**src/rtl/clock_switch_pkg.sv**
```systemverilog
// Shared definitions for the clock-switch request controller: select codes,
// FSM state encoding and the select legality helper.
package clock_switch_pkg;

  typedef logic [1:0] sel_t;

  localparam sel_t SEL_800     = 2'b00;
  localparam sel_t SEL_500     = 2'b01;
  localparam sel_t SEL_1000    = 2'b10;
  localparam sel_t SEL_ILLEGAL = 2'b11;

  typedef enum logic {
    ST_IDLE = 1'b0,
    ST_WAIT = 1'b1
  } state_t;

  function automatic logic sel_legal(input sel_t sel);
    return sel != SEL_ILLEGAL;
  endfunction

endpackage

```
**src/rtl/clock_switch_ctrl_if.sv**
```systemverilog
// Request channel into the clock-switch controller.
// Handshake: a request transfers on any rising clk edge where req_valid and
// req_ready are both high; the requester holds req_sel stable while req_valid
// is high and req_ready is low.
interface clock_switch_ctrl_if;
  import clock_switch_pkg::*;

  logic req_valid;
  logic req_ready;
  sel_t req_sel;

  modport master (output req_valid, output req_sel, input req_ready);
  modport slave  (input req_valid, input req_sel, output req_ready);
endinterface

```
**src/rtl/clock_switch_ctrl.sv**
```systemverilog
// Drives clk_sel of the 3-source glitch-free clock switch and holds it for a
// guard interval so the switch's hand-over synchronizers settle before done.
module clock_switch_ctrl
  import clock_switch_pkg::*;
#(
    parameter int GUARD_CYCLES = 16,
    parameter int CNT_W        = 8
) (
    input  logic                      clk,
    input  logic                      rst,
    clock_switch_ctrl_if.slave        req,
    output sel_t                      clk_sel,
    output sel_t                      cur_sel,
    output logic                      busy,
    output logic                      done,
    output logic                      err,
    output state_t                    dbg_state
);

    // Loaded on entry to WAIT; done fires on the cycle the counter is seen at 0.
    localparam logic [CNT_W-1:0] GUARD_INIT = CNT_W'(GUARD_CYCLES - 1);

    state_t           state_q, state_d;
    sel_t             clk_sel_q, clk_sel_d;
    sel_t             cur_sel_q, cur_sel_d;
    logic [CNT_W-1:0] cnt_q, cnt_d;
    logic             busy_q, busy_d;
    logic             done_q, done_d;
    logic             err_q, err_d;

    always_ff @(posedge clk) begin
        if (rst) begin
            state_q   <= ST_IDLE;
            clk_sel_q <= SEL_800;
            cur_sel_q <= SEL_800;
            cnt_q     <= '0;
            busy_q    <= 1'b0;
            done_q    <= 1'b0;
            err_q     <= 1'b0;
        end else begin
            state_q   <= state_d;
            clk_sel_q <= clk_sel_d;
            cur_sel_q <= cur_sel_d;
            cnt_q     <= cnt_d;
            busy_q    <= busy_d;
            done_q    <= done_d;
            err_q     <= err_d;
        end
    end

    always_comb begin
        state_d   = state_q;
        clk_sel_d = clk_sel_q;
        cur_sel_d = cur_sel_q;
        cnt_d     = cnt_q;
        busy_d    = busy_q;
        done_d    = 1'b0;
        err_d     = 1'b0;

        case (state_q)
            ST_IDLE: begin
                if (req.req_valid) begin
                    if (!sel_legal(req.req_sel)) begin
                        err_d = 1'b1;
                    end else if (req.req_sel == cur_sel_q) begin
                        done_d = 1'b1;
                    end else begin
                        clk_sel_d = req.req_sel;
                        cnt_d     = GUARD_INIT;
                        busy_d    = 1'b1;
                        state_d   = ST_WAIT;
                    end
                end
            end
            ST_WAIT: begin
                // clk_sel is frozen here; only the counter moves.
                if (cnt_q == '0) begin
                    state_d   = ST_IDLE;
                    busy_d    = 1'b0;
                    cur_sel_d = clk_sel_q;
                    done_d    = 1'b1;
                end else begin
                    cnt_d = cnt_q - CNT_W'(1);
                end
            end
            default: state_d = ST_IDLE;
        endcase
    end

    assign req.req_ready = (state_q == ST_IDLE);
    assign clk_sel       = clk_sel_q;
    assign cur_sel       = cur_sel_q;
    assign busy          = busy_q;
    assign done          = done_q;
    assign err           = err_q;
    assign dbg_state     = state_q;

endmodule

```
**src/flat_wrapper.sv**
```systemverilog
// flat-port wrapper written by rule: the top's interface ports become plain ports
module clock_switch_ctrl_flat import clock_switch_pkg::*;
#(
    parameter int GUARD_CYCLES = 16,
    parameter int CNT_W        = 8
)
  (clk, rst, clk_sel, cur_sel, busy, done, err, dbg_state, req_req_valid, req_req_sel, req_req_ready);
  clock_switch_ctrl_if req_i ();
  input  logic clk;
  input  logic rst;
  output sel_t clk_sel;
  output sel_t cur_sel;
  output logic busy;
  output logic done;
  output logic err;
  output state_t dbg_state;
  input wire logic [$bits(req_i.req_valid)-1:0] req_req_valid;
  input wire logic [$bits(req_i.req_sel)-1:0] req_req_sel;
  output wire logic [$bits(req_i.req_ready)-1:0] req_req_ready;
  assign req_i.req_valid = req_req_valid;
  assign req_i.req_sel = req_req_sel;
  assign req_req_ready = req_i.req_ready;
  clock_switch_ctrl #(.GUARD_CYCLES(GUARD_CYCLES), .CNT_W(CNT_W)) u_core (.clk(clk), .rst(rst), .req(req_i), .clk_sel(clk_sel), .cur_sel(cur_sel), .busy(busy), .done(done), .err(err), .dbg_state(dbg_state));
endmodule
```
**config.mk**
```make
export PLATFORM = sky130hd
export DESIGN_NAME = clock_switch_ctrl_flat
export DESIGN_NICKNAME = d
export VERILOG_FILES = /design/src/rtl/clock_switch_pkg.sv /design/src/rtl/clock_switch_ctrl_if.sv /design/src/rtl/clock_switch_ctrl.sv /design/src/flat_wrapper.sv
export SDC_FILE = /design/constraint.sdc
export NUM_CORES = 1
export LEC_CHECK = 0
export BUFFER_PORTS_ARGS = -buffer_cell sky130_fd_sc_hd__buf_4
export CELL_PAD_IN_SITES_DETAIL_PLACEMENT = 2
export CELL_PAD_IN_SITES_GLOBAL_PLACEMENT = 2
export CORE_UTILIZATION = 35
export CTS_CLUSTER_SIZE = 14
export DETAILED_ROUTE_END_ITERATION = 16
export PLACE_DENSITY_LB_ADDON = 0.1
export SKIP_LAST_GASP = 1
export SLEW_MARGIN = 20
export SYNTH_ARGS = -nofsm -noshare
export SYNTH_HDL_FRONTEND = slang
export SYNTH_SLANG_ARGS = --single-unit
```
**constraint.sdc**
```tcl
create_clock -name clk -period 2.8 [get_ports clk]
set_input_delay 0.42 -clock clk [delete_from_list [all_inputs] [get_ports clk]]
set_output_delay 0.42 -clock clk [all_outputs]
set_load 0.05 [all_outputs]
```
==> flow_summary_export.csv <==
group,metric,value,unit
status,status,"complete, no violations",
die,die_w,51.4,um
critical_path,cp-end-kind,"register",
cells_and_area,fin_area,998,um^2
min_path,min_path_type,"in -> reg",
die,die_area,2640,um^2
global_routing,grt_max_degree,17,
clocking,cts_hold_buf,0,
critical_path,ff2ff_path_depth,6,
clocking,clk_path_buf_depth,2,
global_routing,grt_pass1_vias,758,
die,start_util,37.8,%
placed_design,portBuffers,13,
drt,drt_first_pass_iters,4,
placed_design,dp_cells,131,
timing,final.setup_skew,0.00647,ns
timing,worstMarginPinSlew,0.593,ns
global_routing,grt-ovfl-total,0,
global_routing,grt_use_total,19.9,%
clocking,cts_tree,"yes",
yosys,synth_area_leaders,"dfxtp_1, a21oi_1, nor3_1",
clocking,post_cts_buffers,0,
critical_path,path_class,"reg -> reg",
timing,fin_crit_sh,65.5,%
clocking,clk_latency,0.29,ns
die,coreArea,2250,um^2
min_path,worstHoldPathCells,2,
cells_and_area,final_util,44.3,%
critical_path,critical_path_arrival,2.02,ns
power,power_density,561,nW/um^2
drt,wl_per_cell,16.6,um
timing,fmax,0.545,GHz
yosys,syn_avg_cell_area,8.89,um^2
placed_design,hpwl,1.64,mm
run,drv_cap,0,
yosys,synth_top_area_share,37.5,%
yosys,ys_types,35,
critical_path,cp_max_fo,6,
critical_path,cp-start-kind,"register",
cells_and_area,nets,114,
power,irDropWorstVdd,0.327,mV
critical_path,r2r_setup_slack,0.97,ns
drt,first_iter_violations,17,
drt,drc,0,
yosys,yosysWarnings,0,
die,ioPinCount,14,
timing,tns,0,ns
drt,vias_per_cell,5.62,
cells_and_area,area_growth,17.0,%
clocking,ctsResizeCount,0,
placed_design,gp_congestion,0.798,
clocking,path_clk_slew,0.10,ns
drt,drt_wl_total,2.24,mm
placed_design,place_area,962,um^2
cells_and_area,n_antenna_cell,0,
clocking,cts_made_buffers,3,
critical_path,cp_slowest_cell,"or3_1",
critical_path,critPathRequiredTime,2.99,ns
timing,hold_viol,0,
cells_and_area,layout-drive-gt1-share,24.3,%
power,p_leak,0.000385,uW
critical_path,max_stage_delay,0.49,ns
timing,rsz0062_at_grt,"no",
timing,min_period,1.83,ns
cells_and_area,finalNonFillerCells,135,
yosys,syn_area,853,um^2
critical_path,crit_chain,"inv_1 > ha_1 > nand4bb_1 > or3_1 > mux2i_1 > nor2_1",
clocking,cts_sinks,16,
clocking,clock-root-buffer,"clkbuf_4",
yosys,synth-seq-area-share,37.5,%
yosys,syn_nets,102,
yosys,yosys.area.top_type,"dfxtp_1",
yosys,synth-seq-cells,16,
die,row_count,17,
global_routing,antenna_found_initial,0,
timing,max_slew_margin,60.5,%
clocking,htreeDepth,1,
drt,vias,759,
timing,setup-violations-final,0,
drt,ant_nets,0,
timing,finalMaxSlewViolations,0,
die,dieHeight,51.4,um
yosys,syn_inst,96,
global_routing,grt_pass1_wl,3.82,mm
==> worst max-delay path: cells and delay by family (launching register included) <==
family | cells | cell delay, ns
adder cells (fa/ha/maj) | 1 | 0.30
buffers and inverters | 1 | 0.07
flip-flops | 1 | 0.35
multiplexers | 1 | 0.21
AND/OR/NAND/NOR | 3 | 0.80
==> cell families after synthesis <==
family          synth area share, %
simple gates                   22.0
xor+xnor                       3.08
fa+ha+maj                      1.47
flops                          37.5
compound gates                 26.1
mux                            3.52
buf+inv                        6.30
==> cells in the mapped netlist (all sizes together) <==
cell type and instances:
a2111oi 2, a211o 1, a211oi 1, a21oi 9, a222oi 1, a22oi 1
a31oi 3, buf 1, clkbuf 5, dfxtp 16, ha 1, inv 8
mux2i 3, nand2 4, nand3b 2, nand4bb 1, nor2 5, nor2b 1
nor3 9, nor4 2, o21ai 4, o21ba 1, o21bai 2, o22ai 1
o31a 2, o32a 1, o32ai 1, or2 1, or3 2, or3b 2
xnor2 2, xor2 1
==> stage by stage <==
stage	hold WS [ns]	worst slack (ns)	power, uW
4_1_cts	0.418	0.961	569
3_3_place_gp	0.446	1.07	402
5_1_grt	0.431	0.815	589
6_report	0.436	0.965	560
3_5_place_dp	0.471	0.993	408
2_1_floorplan	0.476	0.925	368
==> cell usage in the layout (no fill, tap or decap), types with 2 or more instances in the layout <==
master / n
clkbuf_4: 3
nand3b_1: 2
a2111oi_2: 2
dfxtp_1: 16
buf_4: 13
nor2_1: 5
inv_1: 8
mux2i_1: 3
a21oi_1: 9
nor3_1: 7
o31a_1: 2
a31oi_1: 3
nor3_2: 2
nand2_1: 4
o21bai_1: 2
o21ai_0: 4
xnor2_1: 2
or3_1: 2
==> routing by layer <==
metal  vias up  routed length (um)  global-route usage [%]
met1       372                1080                    26.9
li1        378                   -                       -
met3         2                  43                    3.57
met2         7                1100                    30.3
met4         0                  17                    9.46
met5         -                   0                       0
==> worst paths after layout <==
| kind | startpoint | end |
|---|---|---|
| worst min register to register | u_core.busy$_SDFFE_PP0P_ | u_core.busy$_SDFFE_PP0P_ |
| worst max-delay path | u_core.cnt_q[0]$_SDFFE_PP0P_ | u_core.cur_sel[1]$_SDFFE_PP0P_ |
| worst min-delay path | rst | u_core.busy$_SDFFE_PP0P_ |
| worst max register to register | u_core.cnt_q[0]$_SDFFE_PP0P_ | u_core.cur_sel[1]$_SDFFE_PP0P_ |
==> flip-flops by register name (all words and copies together) (netlist names) <==
register / flops
u_core.cnt_q: 8
u_core.clk_sel: 2
u_core.cur_sel: 2
u_core.busy: 1
u_core.dbg_state: 1
u_core.done: 1
u_core.err: 1
==> area by class of cell <==
class | count | area [um^2]
fillers | 281 | 1260
clock buffers | 4 | 36.3
repair buffers | 13 | 97.6
well taps | 28 | 35.0
flip-flops and latches | 16 | 320
multi-input cells | 66 | 479
inverters | 8 | 30.0
==> report_power, final <==
part           internal [uW]  total, uW  switching (uW)
clock                   79.3        158            78.5
combinational           52.4        141            88.7
sequential               243        261            18.2
Power figures use the tool's default switching activity.
